`src/rtl/led_pattern_gen.sv`:
```
// LED pattern engine: drives CHANNELS LEDs in one of four modes (binary
// count, bouncing scan, PWM breathe, alternating). A debounced push button
// advances the mode; a free-running prescaler paces the pattern steps.
module led_pattern_gen #(
   parameter int CHANNELS      = 8,
   parameter int PRESCALE_BITS = 22,
   parameter int DEBOUNCE_BITS = 16,
   parameter int PWM_BITS      = 8
) (
   input  logic                clk,
   input  logic                reset,
   input  logic                btn,
   output logic [CHANNELS-1:0] led,
   output logic [1:0]          mode,
   output logic                tick
);

   typedef enum logic [1:0] {
      MODE_COUNT   = 2'd0,
      MODE_SCAN    = 2'd1,
      MODE_BREATHE = 2'd2,
      MODE_ALT     = 2'd3
   } mode_t;

   localparam int POS_W = (CHANNELS > 1) ? $clog2(CHANNELS) : 1;
   localparam logic [POS_W-1:0]    POS_MAX  = POS_W'(CHANNELS - 1);
   localparam logic [PWM_BITS-1:0] DUTY_MAX = '1;
   localparam logic [CHANNELS-1:0] LED_ONE  = CHANNELS'(1);

   // Repeating 01 pattern with bit 0 lit.
   function automatic logic [CHANNELS-1:0] alt_pattern();
      logic [CHANNELS-1:0] p;
      for (int i = 0; i < CHANNELS; i++) p[i] = (i % 2 == 0);
      return p;
   endfunction

   localparam logic [CHANNELS-1:0] ALT_PAT = alt_pattern();

   // Button path
   logic                     sync1, sync2, stable;
   logic [DEBOUNCE_BITS-1:0] db_cnt;
   logic                     press;

   // Timing
   logic [PRESCALE_BITS-1:0] prescaler;
   logic                     advance;
   logic [PWM_BITS-1:0]      pwm_cnt;

   // Pattern state
   mode_t               mode_q;
   logic [CHANNELS-1:0] step;
   logic [POS_W-1:0]    scan_pos;
   logic                scan_down;
   logic [PWM_BITS-1:0] duty;
   logic                duty_down;
   logic                phase;

   // A press is the cycle in which the debounced level is about to go 0->1.
   assign press   = sync2 && !stable && (db_cnt == '1);
   // Pattern step happens on the edge where the prescaler wraps to 0.
   assign advance = (prescaler == '1);
   assign mode    = mode_q;

   // Synchronise the raw button and debounce it into a stable level.
   // NOTE: reset is sampled on the clock edge, so it lives inside the clocked block only.
   always_ff @(posedge clk) begin
      if (reset) begin
         sync1  <= 1'b0;
         sync2  <= 1'b0;
         stable <= 1'b0;
         db_cnt <= '0;
      end else begin
         sync1 <= btn;
         sync2 <= sync1;
         if (sync2 == stable) begin
            db_cnt <= '0;
         end else if (db_cnt == '1) begin
            stable <= sync2;
            db_cnt <= '0;
         end else begin
            db_cnt <= db_cnt + 1'b1;
         end
      end
   end

   // Free-running prescaler, step pulse and PWM counter (never cleared by mode changes).
   always_ff @(posedge clk) begin
      if (reset) begin
         prescaler <= '0;
         tick      <= 1'b0;
         pwm_cnt   <= '0;
      end else begin
         prescaler <= prescaler + 1'b1;
         tick      <= advance;
         pwm_cnt   <= pwm_cnt + 1'b1;
      end
   end

   // Mode FSM and per-mode pattern state; a press clears state and overrides a step.
   // NOTE: non-blocking assignments so every register samples pre-edge values.
   always_ff @(posedge clk) begin
      if (reset || press) begin
         mode_q    <= reset ? MODE_COUNT : mode_t'(mode_q + 2'd1);
         step      <= '0;
         scan_pos  <= '0;
         scan_down <= 1'b0;
         duty      <= '0;
         duty_down <= 1'b0;
         phase     <= 1'b0;
      end else if (advance) begin
         case (mode_q)
            MODE_COUNT: step <= step + 1'b1;
            MODE_SCAN: begin
               if (CHANNELS > 1) begin
                  if (!scan_down) begin
                     scan_pos <= scan_pos + POS_W'(1);
                     if (scan_pos == POS_MAX - POS_W'(1)) scan_down <= 1'b1;
                  end else begin
                     scan_pos <= scan_pos - POS_W'(1);
                     if (scan_pos == POS_W'(1)) scan_down <= 1'b0;
                  end
               end
            end
            MODE_BREATHE: begin
               if (!duty_down) begin
                  duty <= duty + 1'b1;
                  if (duty == DUTY_MAX - 1'b1) duty_down <= 1'b1;
               end else begin
                  duty <= duty - 1'b1;
                  if (duty == PWM_BITS'(1)) duty_down <= 1'b0;
               end
            end
            MODE_ALT: phase <= ~phase;
            default: ;
         endcase
      end
   end

   // Registered LED drive, one clock behind the pattern state it shows.
   always_ff @(posedge clk) begin
      if (reset) begin
         led <= '0;
      end else begin
         case (mode_q)
            MODE_COUNT:   led <= step;
            MODE_SCAN:    led <= LED_ONE << scan_pos;
            MODE_BREATHE: led <= {CHANNELS{pwm_cnt < duty}};
            MODE_ALT:     led <= phase ? ~ALT_PAT : ALT_PAT;
            default:      led <= '0;
         endcase
      end
   end

endmodule

```
`config.mk`:
```
export PLATFORM = sky130hd
export DESIGN_NAME = led_pattern_gen
export DESIGN_NICKNAME = d
export VERILOG_FILES = /design/src/rtl/led_pattern_gen.sv
export SDC_FILE = /design/constraint.sdc
export NUM_CORES = 1
export LEC_CHECK = 0
export ABC_CLOCK_PERIOD_IN_PS = 2800
export BUFFER_PORTS_ARGS = -buffer_cell sky130_fd_sc_hd__buf_2
export CORE_UTILIZATION = 56
export CTS_CLUSTER_SIZE = 24
export DETAILED_ROUTE_END_ITERATION = 7
export GPL_ROUTABILITY_DRIVEN = 0
export PLACE_DENSITY_LB_ADDON = 0.15
export RECOVER_POWER = 25
export SYNTH_ARGS = -nofsm -noshare
export SYNTH_HDL_FRONTEND = slang
export SYNTH_SLANG_ARGS = --single-unit
```
`constraint.sdc`:
```
create_clock -name clk -period 2.8 [get_ports clk]
set_input_delay 0.14 -clock clk [delete_from_list [all_inputs] [get_ports clk]]
set_output_delay 0.14 -clock clk [all_outputs]
set_load 0.05 [all_outputs]
```
Word-level counts from Yosys, hierarchy flattened. Index checks and enable logic that the tools add are counted.

Bits in registers: 82. Word-level logic and storage cells: 59.

Add/sub/neg operators: 9. Order comparisons: 1. Eq/ne operators: 10. Shifts and indexed selects: 1. Mux-type cells: 10. Bitwise operators: 2. Reductions and logical operators: 11.

Operator list (number): 8-bit one-hot mux with 4 select lines (1); 8-bit by 1-bit adder with 8-bit output (second input constant) (3); 22-bit by 1-bit adder with 22-bit output (second input constant) (1); 22-bit == test (second input constant) (1); 16-bit by 1-bit adder with 16-bit output (second input constant) (1); 16-bit == test (second input constant) (1); 8-bit 2-to-1 mux (2); 2-bit AND reduction (5); 8-bit by 1-bit == test with 1-bit output (second input constant) (1); 8-bit == test (second input constant) (1); 8-bit less-than comparator (1); 1-bit by 3-bit left shift with 8-bit output (first input constant) (1); 8-bit by 1-bit subtractor with 8-bit output (second input constant) (1); 1-bit 2-to-1 mux (6); 2-bit == test (second input constant) (2); 3-bit by 1-bit adder with 3-bit output (second input constant) (1); 3-bit by 1-bit == test with 1-bit output (second input constant) (1); 3-bit == test (second input constant) (1); 3-bit 2-to-1 mux (1); 3-bit OR reduction (1); 3-bit by 1-bit subtractor with 3-bit output (second input constant) (1); 2-bit by 1-bit adder with 2-bit output (second input constant) (1); 2-bit by 1-bit == test with 1-bit output (second input constant) (1); 1-bit logical AND (2); other kinds (5) (6).

Depth between registers and ports, before layout.
Word-level depth: 4. Mapped depth: 8. Mapped depth without buffers: 7.

Least setup slack after synthesis. No wires, ideal clock.

Path type: register to register. From: reg prescaler[0]. To: reg step[6]. Setup time: 0.130 ns. Arrival time: 2.022 ns. Path slack: 0.648 ns. Stages on the path, launching flop included: 8. Buffers on the path: 1. Clock period less this slack: 2.152 ns. Cell sequence: dfxtp_1 > ha_1 > nand3_2 > or4_1 > buf_6 > or4_4 > xnor2_2 > nor2_1.

Longest elaborated chain between the ends: 2.

Ends and longest elaborated chain: start, declared (RTL line 45) `logic [PRESCALE_BITS-1:0] prescaler;`; start signal, assigned (RTL line 93) `prescaler <= prescaler + 1'b1;`; 22-bit == test (RTL line 61) `assign advance = (prescaler == '1);`; 2-bit AND reduction (no line); end signal, assigned (RTL line 112) `MODE_COUNT: step <= step + 1'b1;`; end, declared (RTL line 51) `logic [CHANNELS-1:0] step;`.

Every way passes these cells. A chain may end at the register's enable or synchronous reset.

Worst setup path in the final report. Same ends and word-level chain as after synthesis.

==> results.yml <==
worst_setup_path:
  slowest_delay_ps: 720
  crit_family: "simple AND/OR/NAND/NOR gates"
  cp_max_fo: 10
  crit_arrival_ps: 2570
  path_cells: "ha_1 > nand3_2 > or4_1 > or4_4 > xnor2_2 > nor2_1"
  startpoint_type: "flop"
  critPathSlowestCell: "or4_1"
  required_ps: 3050
  path_class: "reg2reg"
  timing.critical_path.buf_inv: 0
  crit_path_end_kind: "flop"
clock_network:
  clockBufferDepth: 2
  insertion_delay_ps: 350
  cts.clk_slew.worst_paths_ps: 90
  clock-sinks: 82
  ctsRootBufferMaster: "clkbuf_8"
  cts_buffers: 9
  htree_levels: 3
  cts_tree: "yes"
synthesis:
  synth_area_leader_cell: "dfxtp_1"
  synth-adder-area-share_pct: 8.786
  synth-compound-area-share_pct: 5.522
  netlist_area_mm2: 0.003988
  synth_mux_area_share_pct: 1.255
  syn_area_per_cell_um2: 8.921
  synth_warnings: 0
  synth-xor-area-share_pct: 12.27
  synth_edf_count: 2
  yosysSeqAreaShare_pct: 41.67
  synth-async-reset-ratio_pct: 0
  synth-simple-area-share_pct: 26.26
  synth_nets: 478
  ys_ff_latch: 82
  yosysMostFrequentCell: "dfxtp_1"
  synth.area.top_cells: "dfxtp_1 40%, ha_1 8.8%, nor2_1 6.9%, xnor2_1 6.1%, xor2_1 5.7%"
  postSynthCellCount: 447
  ys.flop_type: "dfxtp_1"
  ys_types: 45
  synth_top_area_share_pct: 40.16
  synth_top_family_by_area: "simple AND/OR/NAND/NOR gates"
  synthTopCellsByCount: "80 x dfxtp_1, 73 x nor2_1, 28 x ha_1, 28 x xnor2_1, 27 x inv_1"
die:
  die_area_mm2: 0.007462
  initial_utilization_pct: 58.37
  die_h_um: 86.39
  ios: 14
  die_w_um: 86.39
  rows: 30
  core_area_mm2: 0.006832
grt:
  grt_first_pass_wirelength_mm: 12.77
  grt_use_total_pct: 21.72
  grt_max_degree: 46
  antenna_found_initial: 0
  grt_pass1_vias: 2861
  grt-ovfl-total: 0
timing:
  slew_headroom_pct: 51.28
  worst_slack_ps: 478.5
  rsz0062_at_grt: "false"
  tightest_slew_ps: 730.8
  setup-tns-final_ps: 0
  fmax_mhz: 430.8
  min_period_ps: 2322
  hold_violations: 0
  report.final.slew_viol_count: 0
  clock-skew-final_ps: 8.484
  final.period_utilization_pct: 82.91
  setup_viol: 0
final_layout:
  final_layout_size_suffix_gt1_share_pct: 7.051
  nets: 494
  num_antenna_cells: 0
  num-fill-cells: 595
  area_growth_pct: 9.288
routing:
  vias: 3056
  drt_iter0_markers: 125
  vias_per_cell: 5.418
  wl_per_cell_um: 13.10
  routed_wl_mm: 7.386
  firstDrtPassIters: 4
  route.detailed.drc: 0
  ant_nets: 0
placement:
  portBuffers: 13
  dp_hpwl_mm: 5.315
  pre_cts_ws_ps: 475.2
worst_hold_path:
  hold_path_class: "in2reg"
power_and_ir_drop:
  ir_worst_vdd_mv: 0.3862
  power_switching_uw: 554.8
  total_leakage_power_nw: 1.598
  clockPowerShare_pct: 39.3
  switching_share_pct: 25.21
  seqPwrFrac_pct: 54.7
  power.internal_mw: 1.646
  p_per_area_mw_per_mm2: 505.0
  comb_power_share_pct: 6.0
status:
  status: "complete, no violations"
run:
  maxCapViolCount: 0
[routing by layer]
layer  part of all wire [%]  global-route usage [%]
met5                      0                       0
met4                    2.0                   8.636
met3                    2.5                   5.619
met2                     48                   36.44
met1                     47                   26.68
[worst register-to-register path, stage by stage, from the launching register on]
cell	delay (ps)
dfxtp_1	380
ha_1	230
nand3_2	140
or4_1	720
or4_4	590
xnor2_2	120
nor2_1	40
[cells by family (layout without fill, tap and decap cells)]
family / count (synthesis) / after routing
flops: 82 / 82
buf+inv: 43 / 64
mux: 5 / 5
fa+ha+maj: 28 / 28
xor+xnor: 55 / 55
compound gates: 32 / 32
simple gates: 202 / 202
[per-stage QoR]
| stage | cells | hold WS [ps] | area [µm²] | util [%] | total power, mW |
|---|---|---|---|---|---|
| final | 564 | 335.9 | 4358 | 63.79 | 2.201 |
| after global routing | 564 | 361.7 | 4358 | 63.79 | 2.285 |
| after CTS | 564 | 324.1 | 4369 | 63.96 | 2.231 |
| after detailed placement | 547 | 360.6 | 4158 | 60.86 | 1.365 |
| after global placement | 547 | 347.6 | 4158 | 60.86 | 1.363 |
| after floorplan | 447 | 268.2 | 3988 | - | 1.331 |
[cells in the final DEF (no fill, tap or decap), drive strengths merged, types with 3 or more instances in the layout]
| cell | n |
|---|---|
| and2 | 4 |
| mux2i | 5 |
| and3 | 10 |
| nor3 | 10 |
| nand4 | 12 |
| and4 | 6 |
| nor2b | 11 |
| a221oi | 4 |
| a311oi | 4 |
| nand3 | 23 |
| a31oi | 4 |
| dfxtp | 80 |
| clkbuf | 18 |
| or3 | 6 |
| buf | 11 |
| xor2 | 26 |
| nor3b | 3 |
| nand2 | 22 |
| nor4 | 9 |
| ha | 28 |
| a21oi | 8 |
| inv | 29 |
| xnor2 | 29 |
| or4 | 5 |
| nor2 | 73 |
| o21ai | 3 |
[power by group through the flow]
stage | combinational [mW] | clock, mW | sequential (mW)
6_report | 0.132 | 0.865 | 1.20
5_1_grt | 0.146 | 0.932 | 1.21
4_1_cts | 0.136 | 0.892 | 1.20
3_5_place_dp | 0.135 | 0 | 1.23
3_3_place_gp | 0.133 | 0 | 1.23
2_1_floorplan | 0.0631 | 0 | 1.27
[worst paths after layout]
kind                            from                    to  slack (ps)  cells past startpoint
max          prescaler[0]$_SDFF_PP0_  step[6]$_SDFFE_PP0P_         480                      6
min                            reset   stable$_SDFFE_PP0P_         340                      3
max reg2reg  prescaler[0]$_SDFF_PP0_  step[6]$_SDFFE_PP0P_         480                      6
min reg2reg     db_cnt[0]$_SDFF_PP0_  db_cnt[0]$_SDFF_PP0_         450                      1
[timing repair]
action                    in CTS  in global routing
resized for setup              0                  0
hold endpoints to repair       1                  0
hold buffers                   1                  0
buffers inserted               0                  0
[flip-flops by register name (all words and copies together), names as in the netlist]
signal / flops
phase: 1
scan_down: 1
pwm_cnt: 8
prescaler: 22
led: 8
duty_down: 1
step: 8
db_cnt: 16
tick: 1
sync1: 1
duty: 8
mode: 2
stable: 1
scan_pos: 3
sync2: 1
[cell type report]
| cell class | count | area [µm²] | area share (%) |
|---|---|---|---|
| Clock buffer | 9 | 123.9 | 2.842 |
| Clock inverter | 7 | 77.57 | 1.780 |
| Inverter | 27 | 101.3 | 2.326 |
| Multi-Input combinational cell | 322 | 2157 | 49.50 |
| Sequential cell | 82 | 1662 | 38.13 |
| Tap cell | 96 | 120.1 | 2.756 |
| Timing Repair Buffer | 21 | 116.4 | 2.670 |
Power figures use the tool's default switching activity.
